### src/rtl/contador_prog.sv
`default_nettype none
// ============================================================================
//  Module      : contador_prog
//  Description : Programmable up/down counter with a runtime-writable
//                terminal/reload limit, auto-reload or one-shot behaviour,
//                74x163-style dual count enables (ent/enp) and a
//                combinational ripple-carry style terminal indication.
//                Optional step prescaler compiled in when the macro
//                CONTADOR_PRESCALER_EN is defined (adds input presc[7:0]).
//  Revision    : 1.0 - initial release
// ============================================================================

module contador_prog #(
    parameter int N            = 16,
    parameter int LIMITE_RESET = 2000
) (
    input  logic         clock,
    input  logic         clr_n,
    input  logic         ld,
    input  logic [N-1:0] D,
    input  logic         ent,
    input  logic         enp,
    input  logic         up,
    input  logic         one_shot,
    input  logic         wr_lim,
    input  logic [N-1:0] lim_in,
`ifdef CONTADOR_PRESCALER_EN
    input  logic [7:0]   presc,
`endif
    output logic [N-1:0] Q,
    output logic         rco,
    output logic         done
);

    // Limit value restored on reset, truncated to the counter width.
    localparam logic [N-1:0] c_lim_reset = N'(LIMITE_RESET);
    localparam logic [N-1:0] c_one       = N'(1);

    // ------------------------------------------------------------------
    // State registers. Declaration values give the same power-up state
    // as a reset edge.
    // ------------------------------------------------------------------
    logic [N-1:0] q_q    = '0;
    logic [N-1:0] q_d;
    logic         done_q = 1'b0;
    logic         done_d;
    logic [N-1:0] lim_q  = c_lim_reset;
    logic [N-1:0] lim_d;

    // Combinational helpers.
    logic         w_terminal;   // count is at (or beyond) its end point
    logic         w_qual;       // both enables present and not finished
    logic         w_step;       // a count step happens at this edge

`ifdef CONTADOR_PRESCALER_EN
    logic [7:0]   pcnt_q = '0;
    logic [7:0]   pcnt_d;
    logic         w_tick;
`endif

    // Terminal detection: in up mode anything at or above the limit is
    // terminal, so a value loaded above a shrunken limit still wraps
    // instead of running towards 2^N.
    always_comb begin
        w_terminal = 1'b0;
        if (up) begin
            w_terminal = (q_q >= lim_q);
        end else begin
            w_terminal = (q_q == '0);
        end
    end

    assign rco    = ent & w_terminal;
    assign w_qual = ent & enp & ~done_q;

`ifdef CONTADOR_PRESCALER_EN
    // Step only once the prescaler has seen presc+1 qualified cycles; the
    // >= compare keeps it from stalling if presc is lowered mid-count.
    always_comb begin
        w_tick = (pcnt_q >= presc);
        w_step = w_qual & w_tick;
    end

    // Prescaler count: restart on load or step, advance on qualified cycles.
    always_comb begin
        pcnt_d = pcnt_q;
        if (ld || w_step) begin
            pcnt_d = '0;
        end else if (w_qual) begin
            pcnt_d = pcnt_q + 8'd1;
        end
    end
`else
    // Without prescaler every qualified enable cycle is a step.
    always_comb begin
        w_step = w_qual;
    end
`endif

    // Next-state for count, completion flag and limit: load beats step,
    // limit write is independent of counting.
    always_comb begin
        q_d    = q_q;
        done_d = done_q;
        lim_d  = lim_q;

        if (wr_lim) begin
            lim_d = lim_in;
        end

        if (ld) begin
            q_d    = D;
            done_d = 1'b0;
        end else if (w_step) begin
            if (!w_terminal) begin
                q_d = up ? (q_q + c_one) : (q_q - c_one);
            end else if (!one_shot) begin
                q_d = up ? '0 : lim_q;
            end else begin
                done_d = 1'b1;
            end
        end
    end

    // Register update with synchronous active-low clear taking priority.
    always_ff @(posedge clock) begin
        if (!clr_n) begin
            q_q    <= '0;
            done_q <= 1'b0;
            lim_q  <= c_lim_reset;
        end else begin
            q_q    <= q_d;
            done_q <= done_d;
            lim_q  <= lim_d;
        end
    end

`ifdef CONTADOR_PRESCALER_EN
    // Prescaler register, cleared together with the counter.
    always_ff @(posedge clock) begin
        if (!clr_n) begin
            pcnt_q <= '0;
        end else begin
            pcnt_q <= pcnt_d;
        end
    end
`endif

    assign Q    = q_q;
    assign done = done_q;

endmodule

`default_nettype wire

### config.mk
export PLATFORM = sky130hd
export DESIGN_NAME = contador_prog
export DESIGN_NICKNAME = d
export VERILOG_FILES = /design/src/rtl/contador_prog.sv
export SDC_FILE = /design/constraint.sdc
export NUM_CORES = 1
export LEC_CHECK = 0
export ABC_AREA = 1
export BUFFER_PORTS_ARGS = -buffer_cell sky130_fd_sc_hd__buf_2
export CAP_MARGIN = 20
export CORE_AREA = 4 4 91 93
export CTS_BUF_LIST = sky130_fd_sc_hd__clkbuf_4 sky130_fd_sc_hd__clkbuf_8
export CTS_CLUSTER_DIAMETER = 40
export DETAILED_ROUTE_END_ITERATION = 6
export DIE_AREA = 0 0 95 97
export GPL_ROUTABILITY_DRIVEN = 0
export PLACE_DENSITY = 0.61
export SYNTH_ARGS = -nofsm -noshare
export SYNTH_HDL_FRONTEND = slang
export SYNTH_SLANG_ARGS = --single-unit
### constraint.sdc
create_clock -name clock -period 2.8 [get_ports clock]
set_input_delay 0.7 -clock clock [delete_from_list [all_inputs] [get_ports clock]]
set_output_delay 0.7 -clock clock [all_outputs]
set_load 0.01 [all_outputs]
==> out/metrics.yaml, run 1 <==
cts_root_buffer: "clkbuf_8"
dp_slack_ns: 0.00908
die_w_um: 95
leakage_uw: 0.00194
grt.overflow.total: 0
finalHoldViolCount: 0
yosysWarnings: 0
clock_latency_ns: 0.29
synth-seq-cells: 33
grt_max_degree: 23
clkTransAtPathRegs_ns: 0.07
slew_headroom: 0.574
synth_top_cell_area_share: 0.225
ir_drop_uv: 232
synth_area_leaders: "dfxtp_1, nand2_1, ha_1"
start_util: 0.391
synthToLayoutAreaGrowth_pct: 17.4
synth_compound_area_frac: 0.125
port_buffers: 57
h-tree-depth: 2
setup_viol: 0
layout.cells.non_filler: 651
crit_required_ns: 2.10
vias: 3179
synthCells: 487
maxSlewViolCount: 0
ant_nets: 0
skew_ns: 0.00350
min_path_type: "reg -> reg"
postSynthAreaPerCell_um2: 6.04
fmaxAchievable_mhz: 392
die-area_um2: 9220
dp.cells: 641
post-route-period-util: 0.912
io_pins: 58
clock-sinks: 33
crit_type: "reg -> out"
hpwl_mm: 6.80
outcome: "finished clean"
cts_made_buffers: 5
antennaDiodeCount: 0
viasPerCell: 4.88
crit_path_start_kind: "register"
synth_fp_nets: 558
clk_path_buf_depth: 2
ys_types: 30
timing.setup.tns_ns: 0
rsz0062_at_grt: "false"
synth_mux_area_frac: 0
cts_tree: "done"
wl_per_cell_um: 13.0
die_y_um: 97
cp.arrival_ns: 1.85
core_area_um2: 7530
worstPathCellList: "inv_1 -> ha_1 -> nand2_1 -> nand3_1 -> nand2_1 -> nand2_1 -> nand2_1 -> nand2_1 -> nand2_1 -> nand2_4 -> nand2_4 -> nor2_1 -> buf_2"
wl_mm: 8.44
synth_area_leader_cell: "dfxtp_1"
grt_pass1_vias: 2990
end_kind: "output pin"
p_per_area_nw_per_um2: 468
dr.pass1.iters: 4
antenna_found_initial: 0
yosysSeqAreaShare: 0.225
synthSimpleGateAreaFrac: 0.392
path_common_cell: "nand2_1"
max-cap-violations: 0
critical_path.max_stage_delay_ns: 0.39
drt-initial-drc-count: 187
critPathMaxFanout: 6
critPathSlowestCell: "dfxtp_2"
netlist_area_um2: 2940
grt_pass1_wl_mm: 14.2
grt_usage: 0.192
finalCriticalPeriod_ns: 2.55
setup_slack_ns: 0.246
drc_errors: 0
final_nets: 619
rows: 32
synth_fa_ha_area_frac: 0.134
synth_top_family_by_area: "simple AND/OR/NAND/NOR gates"
drive_gt1_frac: 0.162
synthXorXnorAreaFrac: 0.0238
tightest_slew_ns: 0.639
-- synthesized netlist by cell type --
| library cell | n |
|---|---|
| xnor2_1 | 2 |
| fa_1 | 1 |
| xor2_1 | 6 |
| dfxtp_1 | 33 |
| clkinv_1 | 1 |
| nand2_4 | 3 |
| nor2_2 | 1 |
| and2_1 | 1 |
| a211oi_2 | 1 |
| buf_2 | 2 |
| or2_2 | 3 |
| o21bai_1 | 3 |
| nand4_1 | 2 |
| nand3_4 | 1 |
| o21ai_0 | 25 |
| a21oi_1 | 34 |
| o21a_1 | 1 |
| ha_1 | 30 |
| buf_1 | 1 |
| clkbuf_1 | 6 |
| nand3_1 | 39 |
| nor3_1 | 6 |
| nand3b_1 | 4 |
| nor2_1 | 70 |
| inv_2 | 4 |
| buf_6 | 3 |
| nand2_2 | 1 |
| o21ai_1 | 6 |
| inv_1 | 55 |
| nand2_1 | 142 |
-- power breakdown --
| part | total [uW] | leakage (uW) | switching (uW) | internal [uW] |
|---|---|---|---|---|
| clock network | 405 | 0.0000542 | 182 | 222 |
| logic | 649 | 0.00162 | 395 | 254 |
| registers | 563 | 0.000275 | 52.5 | 511 |
-- cells in the final DEF (no fill, tap or decap), drive strengths merged --
master,Yosys,layout
or2,3,3
nor2,71,71
a211oi,1,1
a21oi,34,34
inv,59,59
nand3,40,40
xor2,6,6
o21ai,31,31
dfxtp,33,33
xnor2,2,2
nor3,6,6
o21a,1,1
ha,30,30
o21bai,3,3
buf,6,66
fa,1,1
nand4,2,2
clkinv,1,2
nand2,146,146
nand3b,4,4
and2,1,1
clkbuf,6,7
-- layer usage --
metal | global-route usage | part of all wire
met4 | 0.0511 | 0.015
met2 | 0.304 | 0.44
met3 | 0.0233 | 0.047
met5 | 0 | 0
met1 | 0.272 | 0.50
-- repair_timing --
action | 4_1_cts | 5_1_grt
hold buffers | 0 | 0
gates resized for setup | 0 | 1
buffers inserted | 0 | 2
endpoints found under the setup margin | 0 | 1
-- per-stage QoR --
stage | util | cell area, um^2 | power [uW] | hold slack [ns]
2_1_floorplan | - | 2940 | 1030 | 0.447
3_3_place_gp | 0.443 | 3340 | 1210 | 0.475
4_1_cts | 0.457 | 3440 | 1630 | 0.488
3_5_place_dp | 0.443 | 3340 | 1210 | 0.476
5_1_grt | 0.459 | 3450 | 1750 | 0.506
6_report | 0.459 | 3450 | 1620 | 0.484
-- sequential cells by signal, indices dropped and copies added (netlist names) --
| register | cells |
|---|---|
| lim_q | 16 |
| Q | 16 |
| done | 1 |
-- cell families after synthesis --
logic type,Yosys count
and+or+nand+nor,273
buffers and inverters,72
AOI/OAI and AO/OA,70
DFF,33
adders and majority gates,31
xor gates and xnor gates,8
-- final cells by class --
class                      instances  area, um^2
timing repair buffer              66         353
clock buffer                       7        96.3
clock inverter                     1        5.00
fill                             870        4070
inverter                          60         225
tap                              102         128
sequential                        33         662
multi-input combinational        382        1990
-- worst paths after layout --
check                    startpoint                     end  slack, ns  cells after the start
max reg2reg       Q[1]$_SDFFE_PN0P_      Q[10]$_SDFFE_PN0P_       0.52                     16
max               Q[0]$_SDFFE_PN0P_                     rco       0.25                     13
min reg2reg  lim_q[14]$_SDFFE_PN0P_  lim_q[14]$_SDFFE_PN0P_       0.48                      2
min          lim_q[14]$_SDFFE_PN0P_  lim_q[14]$_SDFFE_PN0P_       0.48                      2
-- critical path, delay by kind of cell, from the launching register on --
family        cells  cell delay (ns)
simple gates     10             0.68
flops             1             0.39
buf+inv           2             0.21
fa+ha+maj         1             0.27
Power figures use the tool's default switching activity.
==> run 2: changes to the inputs <==
--- a/config.mk
+++ b/config.mk
@@ -8,13 +8,14 @@
 export ABC_AREA = 1
 export BUFFER_PORTS_ARGS = -buffer_cell sky130_fd_sc_hd__buf_2
 export CAP_MARGIN = 20
-export CORE_AREA = 4 4 91 93
+export CORE_AREA = 2 2 84 86
 export CTS_BUF_LIST = sky130_fd_sc_hd__clkbuf_4 sky130_fd_sc_hd__clkbuf_8
 export CTS_CLUSTER_DIAMETER = 40
 export DETAILED_ROUTE_END_ITERATION = 6
-export DIE_AREA = 0 0 95 97
+export DIE_AREA = 0 0 86 88
 export GPL_ROUTABILITY_DRIVEN = 0
-export PLACE_DENSITY = 0.61
+export GPL_TIMING_DRIVEN = 0
+export PLACE_DENSITY = 0.68
 export SYNTH_ARGS = -nofsm -noshare
 export SYNTH_HDL_FRONTEND = slang
 export SYNTH_SLANG_ARGS = --single-unit
==> out/metrics.yaml, run 2 (synthesized netlist as in run 1, its figures left out) <==
outcome: "finished clean"  # unchanged
port_buffers: 56  # was 57
final_common_cell: "nand2_1"  # unchanged
antenna_found_initial: 0  # unchanged
critPathMaxFanout: 10  # was 6
p_comb_frac: 0.413  # was 0.401
drt-initial-drc-count: 202  # was 187
leakage_uw: 0.00195  # was 0.00194 uW
cts_root_buffer: "clkbuf_8"  # unchanged
fmaxAchievable_mhz: 370  # was 392 MHz
finalCriticalPeriod_ns: 2.70  # was 2.55 ns
rows: 30  # was 32
clk_path_buf_depth: 2  # unchanged
crit_buf_inv: 2  # unchanged
reg2reg_depth: 14  # was 16
die_y_um: 88  # was 97 um
clock_latency_ns: 0.29  # about the same
synthToLayoutAreaGrowth_pct: 19.2  # was 17.4%
critPathSlowestCell: "dfxtp_1"  # was dfxtp_2
wl_per_cell_um: 12.8  # was 13.0 um
timing.setup.tns_ns: 0  # unchanged
rsz0062_at_grt: "true"  # was false
h-tree-depth: 2  # unchanged
power.internal_uw: 986  # was 987 uW
skew_ns: 0.00661  # was 0.00350 ns
max-cap-violations: 0  # unchanged
clockPowerShare: 0.237  # was 0.250
utilization: 0.528  # was 0.459
dr.pass1.iters: 4  # unchanged
io_pins: 58  # unchanged
dpl_cell_area_um2: 3320  # was 3340 um^2
p_per_area_nw_per_um2: 461  # was 468 nW/um^2
slew_headroom: 0.603  # was 0.574
ir_drop_uv: 222  # was 232 uV
vias: 3208  # was 3,179
layout.cells.non_filler: 635  # was 651
final_area_um2: 3510  # was 3450 um^2
layout_common_cells: "nand2_1, nor2_1, buf_2, inv_1, nand3_1"  # unchanged
post-route-period-util: 0.966  # was 0.912
tightest_slew_ns: 0.595  # was 0.639 ns
crit_required_ns: 2.10  # about the same
wl_mm: 8.10  # was 8.44 mm
critical_path.max_stage_delay_ns: 0.45  # was 0.39 ns
setup_viol: 0  # unchanged
p_sw_uw: 631  # was 630 uW
clock-sinks: 33  # unchanged
grt_max_degree: 25  # was 23
min_path_type: "reg -> reg"  # unchanged
grt_pass1_wl_mm: 13.3  # was 14.2 mm
hpwl_mm: 6.46  # was 6.80 mm
antennaDiodeCount: 0  # unchanged
maxSlewViolCount: 0  # unchanged
cts_made_buffers: 5  # unchanged
drc_errors: 0  # unchanged
finalHoldViolCount: 0  # unchanged
end_kind: "output pin"  # unchanged
cp_top_family: "simple AND/OR/NAND/NOR gates"  # unchanged
seq_power_share: 0.351  # was 0.348
critical_path_depth: 10  # was 13
crit_type: "reg -> out"  # unchanged
switching_share: 0.390  # was 0.389
final_nets: 626  # was 619
die_w_um: 86  # was 95 um
drive_gt1_frac: 0.184  # was 0.162
cp.arrival_ns: 2.00  # was 1.85 ns
core_area_um2: 6640  # was 7530 um^2
dp.cells: 623  # was 641
crit_path_start_kind: "register"  # unchanged
start_util: 0.443  # was 0.391
clkTransAtPathRegs_ns: 0.07  # about the same
ant_nets: 0  # unchanged
worstHoldPathCells: 2  # unchanged
hold_ws_ns: 0.487  # was 0.484 ns
worstPathCellList: "ha_1 -> nand2_1 -> o21bai_1 -> a21oi_2 -> nor2_2 -> nand2_4 -> nand2_4 -> buf_6 -> nor2_2 -> buf_2"  # was inv_1 -> ha_1 -> nand2_1 -> nand3_1 -> nand2_1 -> nand2_1 -> nand2_1 -> nand2_1 -> nand2_1 -> nand2_4 -> nand2_4 -> nor2_1 -> buf_2
grt.overflow.total: 0  # unchanged
die-area_um2: 7570  # was 9220 um^2
grt_usage: 0.221  # was 0.192
cts_tree: "done"  # unchanged
grt_pass1_vias: 2872  # was 2,990
viasPerCell: 5.05  # was 4.88
[run 2: cell count changes in the layout (fill, tap and decap cells not counted), moves of 2 or more]
cell / delta
ha_4: +2
dfxtp_1: -6
buf_6: +3
buf_4: -3
dfxtp_2: +5
ha_1: -2
clkbuf_1: +5
[run 2: final timing paths]
| check | to | start | slack [ns] |
|---|---|---|---|
| max reg2reg | Q[5]$_SDFFE_PN0P_ | Q[11]$_SDFFE_PN0P_ | 0.65 |
| max | rco | Q[11]$_SDFFE_PN0P_ | 0.1 |
| min reg2reg | lim_q[14]$_SDFFE_PN0P_ | lim_q[14]$_SDFFE_PN0P_ | 0.49 |
| min | lim_q[14]$_SDFFE_PN0P_ | lim_q[14]$_SDFFE_PN0P_ | 0.49 |
[run 2: what timing repair did]
item	in CTS	in global routing
endpoints found under the hold margin	0	0
setup endpoints to repair	13	10
resized for setup	4	15
hold buffers	0	0
setup buffers	0	5
pin swaps	1	4
[run 2: metal layers]
| layer | GRT usage | share of wire | up-vias |
|---|---|---|---|
| met5 | 0 | 0 | - |
| met4 | 0.0794 | 0.019 | 0 |
| met3 | 0.0292 | 0.059 | 13 |
| met2 | 0.371 | 0.46 | 77 |
| met1 | 0.291 | 0.46 | 1424 |
| li1 | - | - | 1694 |
[run 2: tightest hold or removal path, cell delays in order (launching register included)]
cell	delay [ns]
dfxtp_2	0.32
inv_1	0.07
a21oi_1	0.06
[run 2: power groups by stage]
stage / sequential, uW / clock [uW] / combinational, uW
after global routing: 572 / 406 / 768
after detailed placement: 574 / 0 / 632
final: 567 / 382 / 667
after global placement: 573 / 0 / 621
after floorplan: 567 / 0 / 460
after CTS: 564 / 390 / 637
[run 2: final cells by class]
type                            instances  area (um^2)
Buffer                                 12         73.8
Clock buffer                            7         90.1
Fill cell                             690         3140
Inverter                               60          225
Multi-Input combinational cell        382         2030
Sequential cell                        33          672
Tap cell                               80          100
Timing Repair Buffer                   61          318
[run 2: stage by stage]
step | total power [uW] | setup WS (ns)
2_1_floorplan | 1030 | 0.0307
3_3_place_gp | 1190 | -0.658
3_5_place_dp | 1210 | -0.688
4_1_cts | 1590 | 0.0103
5_1_grt | 1750 | -0.0307
6_report | 1620 | 0.0954
==> run 3: changes to the inputs <==
==> config.mk (replaced) <==
export PLATFORM = sky130hd
export DESIGN_NAME = contador_prog
export DESIGN_NICKNAME = d
export VERILOG_FILES = /design/src/rtl/contador_prog.sv
export SDC_FILE = /design/constraint.sdc
export NUM_CORES = 1
export LEC_CHECK = 0
export ABC_AREA = 0
export BUFFER_PORTS_ARGS = -buffer_cell sky130_fd_sc_hd__buf_2
export CAP_MARGIN = 20
export CELL_PAD_IN_SITES_DETAIL_PLACEMENT = 1
export CELL_PAD_IN_SITES_GLOBAL_PLACEMENT = 2
export CORE_AREA = 2 2 100 102
export CTS_BUF_LIST = sky130_fd_sc_hd__clkbuf_4 sky130_fd_sc_hd__clkbuf_8
export CTS_CLUSTER_DIAMETER = 40
export DETAILED_ROUTE_END_ITERATION = 6
export DIE_AREA = 0 0 102 104
export GPL_ROUTABILITY_DRIVEN = 0
export GPL_TIMING_DRIVEN = 0
export PLACE_DENSITY = 0.76
export SYNTH_ARGS = -nofsm -noshare
export SYNTH_HDL_FRONTEND = slang
export SYNTH_SLANG_ARGS = --single-unit
==> out/metrics.yaml, run 3 <==
end_kind: "output pin"  # unchanged
cts_hold_buf: 0  # unchanged
h-tree-depth: 2  # unchanged
critPathMaxFanout: 5  # was 10
viasPerCell: 5.27  # was 5.05
seq_power_share: 0.349  # was 0.351
synthCells: 346  # was 487
critical_path.max_stage_delay_ns: 0.45  # about the same
drc_errors: 0  # unchanged
vias: 2961  # was 3,208
wl_met2_mm: 4.84  # was 3.75 mm
clkTransAtPathRegs_ns: 0.07  # about the same
hold_ws_ns: 0.498  # was 0.487 ns
async_reset_ff_frac: 0  # unchanged
crit_required_ns: 2.10  # about the same
synth_area_leaders: "dfxtp_1, ha_1, o21ai_0"  # was dfxtp_1, nand2_1, ha_1
p_comb_frac: 0.394  # was 0.413
ys_types: 52  # was 30
leakage_uw: 0.00158  # was 0.00195 uW
crit_type: "reg -> out"  # unchanged
synth_top_cell_area_share: 0.242  # was 0.225
post-synth-top-count-cell: "dfxtp_1"  # was nand2_1
core_area_um2: 9550  # was 6640 um^2
die-area_um2: 10600  # was 7570 um^2
clk_path_buf_depth: 2  # unchanged
cts_root_buffer: "clkbuf_8"  # unchanged
outcome: "finished, violations left"  # was finished clean
yosysSeqAreaShare: 0.242  # was 0.225
cts_made_buffers: 5  # unchanged
finalCriticalPeriod_ns: 2.94  # was 2.70 ns
synth_fp_nets: 417  # was 558
grt_usage: 0.196  # was 0.221
max-cap-violations: 0  # unchanged
yosysWarnings: 0  # unchanged
wl_met1_mm: 4.92  # was 3.72 mm
layout_common_cells: "buf_2, nor2_1, o21ai_0, ha_1, buf_4"  # was nand2_1, nor2_1, buf_2, inv_1, nand3_1
postSynthAreaPerCell_um2: 7.88  # was 6.04 um^2
worstPathCellList: "ha_1 -> and4_4 -> nand2_2 -> or4_4 -> a31oi_4 -> buf_6 -> and2_4 -> buf_6"  # was ha_1 -> nand2_1 -> o21bai_1 -> a21oi_2 -> nor2_2 -> nand2_4 -> nand2_4 -> buf_6 -> nor2_2 -> buf_2
routed.top_layer: "met4"  # unchanged
fmaxAchievable_mhz: 340  # was 370 MHz
path_common_cell: "buf_6"
start_util: 0.286  # was 0.443
cts_tree: "done"  # unchanged
wl_per_cell_um: 18.1  # was 12.8 um
p_per_area_nw_per_um2: 427  # was 461 nW/um^2
synth_area_leader_cell: "dfxtp_1"  # unchanged
die_y_um: 104  # was 88 um
post-route-period-util: 1.05  # was 0.966
antennaDiodeCount: 0  # unchanged
grt_pass1_wl_mm: 16.3  # was 13.3 mm
setup_slack_ns: -0.142  # was 0.0954 ns
crit_path_start_kind: "register"  # unchanged
die_w_um: 102  # was 86 um
netlist_area_um2: 2730  # was 2940 um^2
ant_nets: 0  # unchanged
p_sw_uw: 576  # was 631 uW
wl_met3_um: 309  # was 475 um
grt.overflow.total: 0  # unchanged
io_pins: 58  # unchanged
synth-seq-cells: 33  # unchanged
power.internal_uw: 1010  # was 986 uW
drt-initial-drc-count: 169  # was 202
dr.pass1.iters: 4  # unchanged
port_buffers: 56  # unchanged
skew_ns: 0.00240  # was 0.00661 ns
rsz0062_at_grt: "true"  # unchanged
critPathSlowestCell: "or4_4"  # was dfxtp_1
antenna_found_initial: 0  # unchanged
hpwl_mm: 7.60  # was 6.46 mm
synthTopCellsByCount: "dfxtp_1, nor2_1, o21ai_0, ha_1"  # was nand2_1, nor2_1, inv_1, nand3_1, a21oi_1
wl_mm: 10.2  # was 8.10 mm
clock-sinks: 33  # unchanged
grt_pass1_vias: 3091  # was 2,872
finalHoldViolCount: 0  # unchanged
grt_max_degree: 25  # unchanged
maxSlewViolCount: 0  # unchanged
clock_latency_ns: 0.28  # was 0.29 ns
tightest_slew_ns: 0.724  # was 0.595 ns
rows: 36  # was 30
violations: "setup timing"
synthToLayoutAreaGrowth_pct: 35.8  # was 19.2%
clockPowerShare: 0.257  # was 0.237
final_common_cell: "buf_2"  # was nand2_1
min_path_type: "reg -> reg"  # unchanged
setup_viol: 1  # was 0
drive_gt1_frac: 0.354  # was 0.184
final_nets: 499  # was 626
power.total_uw: 1580  # was 1620 uW
ir_drop_uv: 215  # was 222 uV
ys.flop_type: "dfxtp_1"  # unchanged
switching_share: 0.364  # was 0.390
synth-edff-count: 0  # unchanged
slew_headroom: 0.517  # was 0.603
cp.arrival_ns: 2.24  # was 2.00 ns
==> run 3: repair_timing <==
item / in CTS / in global routing
resized for setup: 50 / 22
pin swaps: 7 / 7
setup buffers: 17 / 4
endpoints found under the setup margin: 16 / 15
==> run 3: layout make-up <==
type / instances / area [um^2]
clock inverter: 1 / 5.00
tap: 133 / 166
clock buffer: 7 / 96.3
timing repair buffer: 77 / 457
sequential: 33 / 696
multi-input combinational: 276 / 2110
fill: 1197 / 5850
inverter: 21 / 78.8
buffer: 14 / 96.3
==> run 3: power by group through the flow <==
stage | Clock (uW) | Combinational (uW) | Sequential (uW)
final | 407 | 622 | 552
after global routing | 435 | 691 | 557
after CTS | 419 | 586 | 551
after detailed placement | 0 | 504 | 567
after global placement | 0 | 493 | 566
after floorplan | 0 | 343 | 552
==> run 3: worst paths after layout <==
kind / endpoint / slack [ns] / from / depth (start not counted)
max: rco / -0.14 / Q[12]$_SDFFE_PN0P_ / 8
min: lim_q[2]$_SDFFE_PN0P_ / 0.50 / lim_q[2]$_SDFFE_PN0P_ / 2
max reg2reg: Q[11]$_SDFFE_PN0P_ / 0.06 / Q[12]$_SDFFE_PN0P_ / 10
min reg2reg: lim_q[2]$_SDFFE_PN0P_ / 0.50 / lim_q[2]$_SDFFE_PN0P_ / 2
==> run 3: through the flow <==
| step | std cells | setup TNS (ns) | worst slack, ns | util | instance area [um^2] |
|---|---|---|---|---|---|
| final | 562 | -0.142 | -0.142 | 0.388 | 3700 |
| after global routing | 562 | -0.442 | -0.206 | 0.388 | 3700 |
| after CTS | 560 | -0.165 | -0.165 | 0.376 | 3590 |
| after detailed placement | 535 | -4.67 | -0.706 | 0.334 | 3190 |
| after global placement | 535 | -4.41 | -0.656 | 0.334 | 3190 |
| after floorplan | 346 | -0.000445 | -0.000445 | - | 2750 |
==> run 3: cells by family (layout without fill, tap and decap cells) <==
family,count (synthesis),in the layout,share of synthesized area
AND/OR/NAND/NOR,109,109,0.192
multiplexers,12,12,0.0445
buffers and inverters,37,120,0.0574
adder cells (fa/ha/maj),31,31,0.145
XOR/XNOR,8,8,0.0257
flip-flops,33,33,0.242
AO/OA/AOI/OAI,116,116,0.293
==> run 3: critical path, delay by kind of cell, from the launching register on <==
family / cells / cell delay [ns]
fa+ha+maj: 1 / 0.28
flops: 1 / 0.37
buf+inv: 2 / 0.22
compound gates: 1 / 0.21
simple gates: 4 / 0.86
==> run 3: per-layer routing <==
layer	vias up	GRT usage
li1	1459	-
met1	1439	0.275
met2	55	0.321
met3	8	0.0215
met4	0	0.0419
met5	-	0
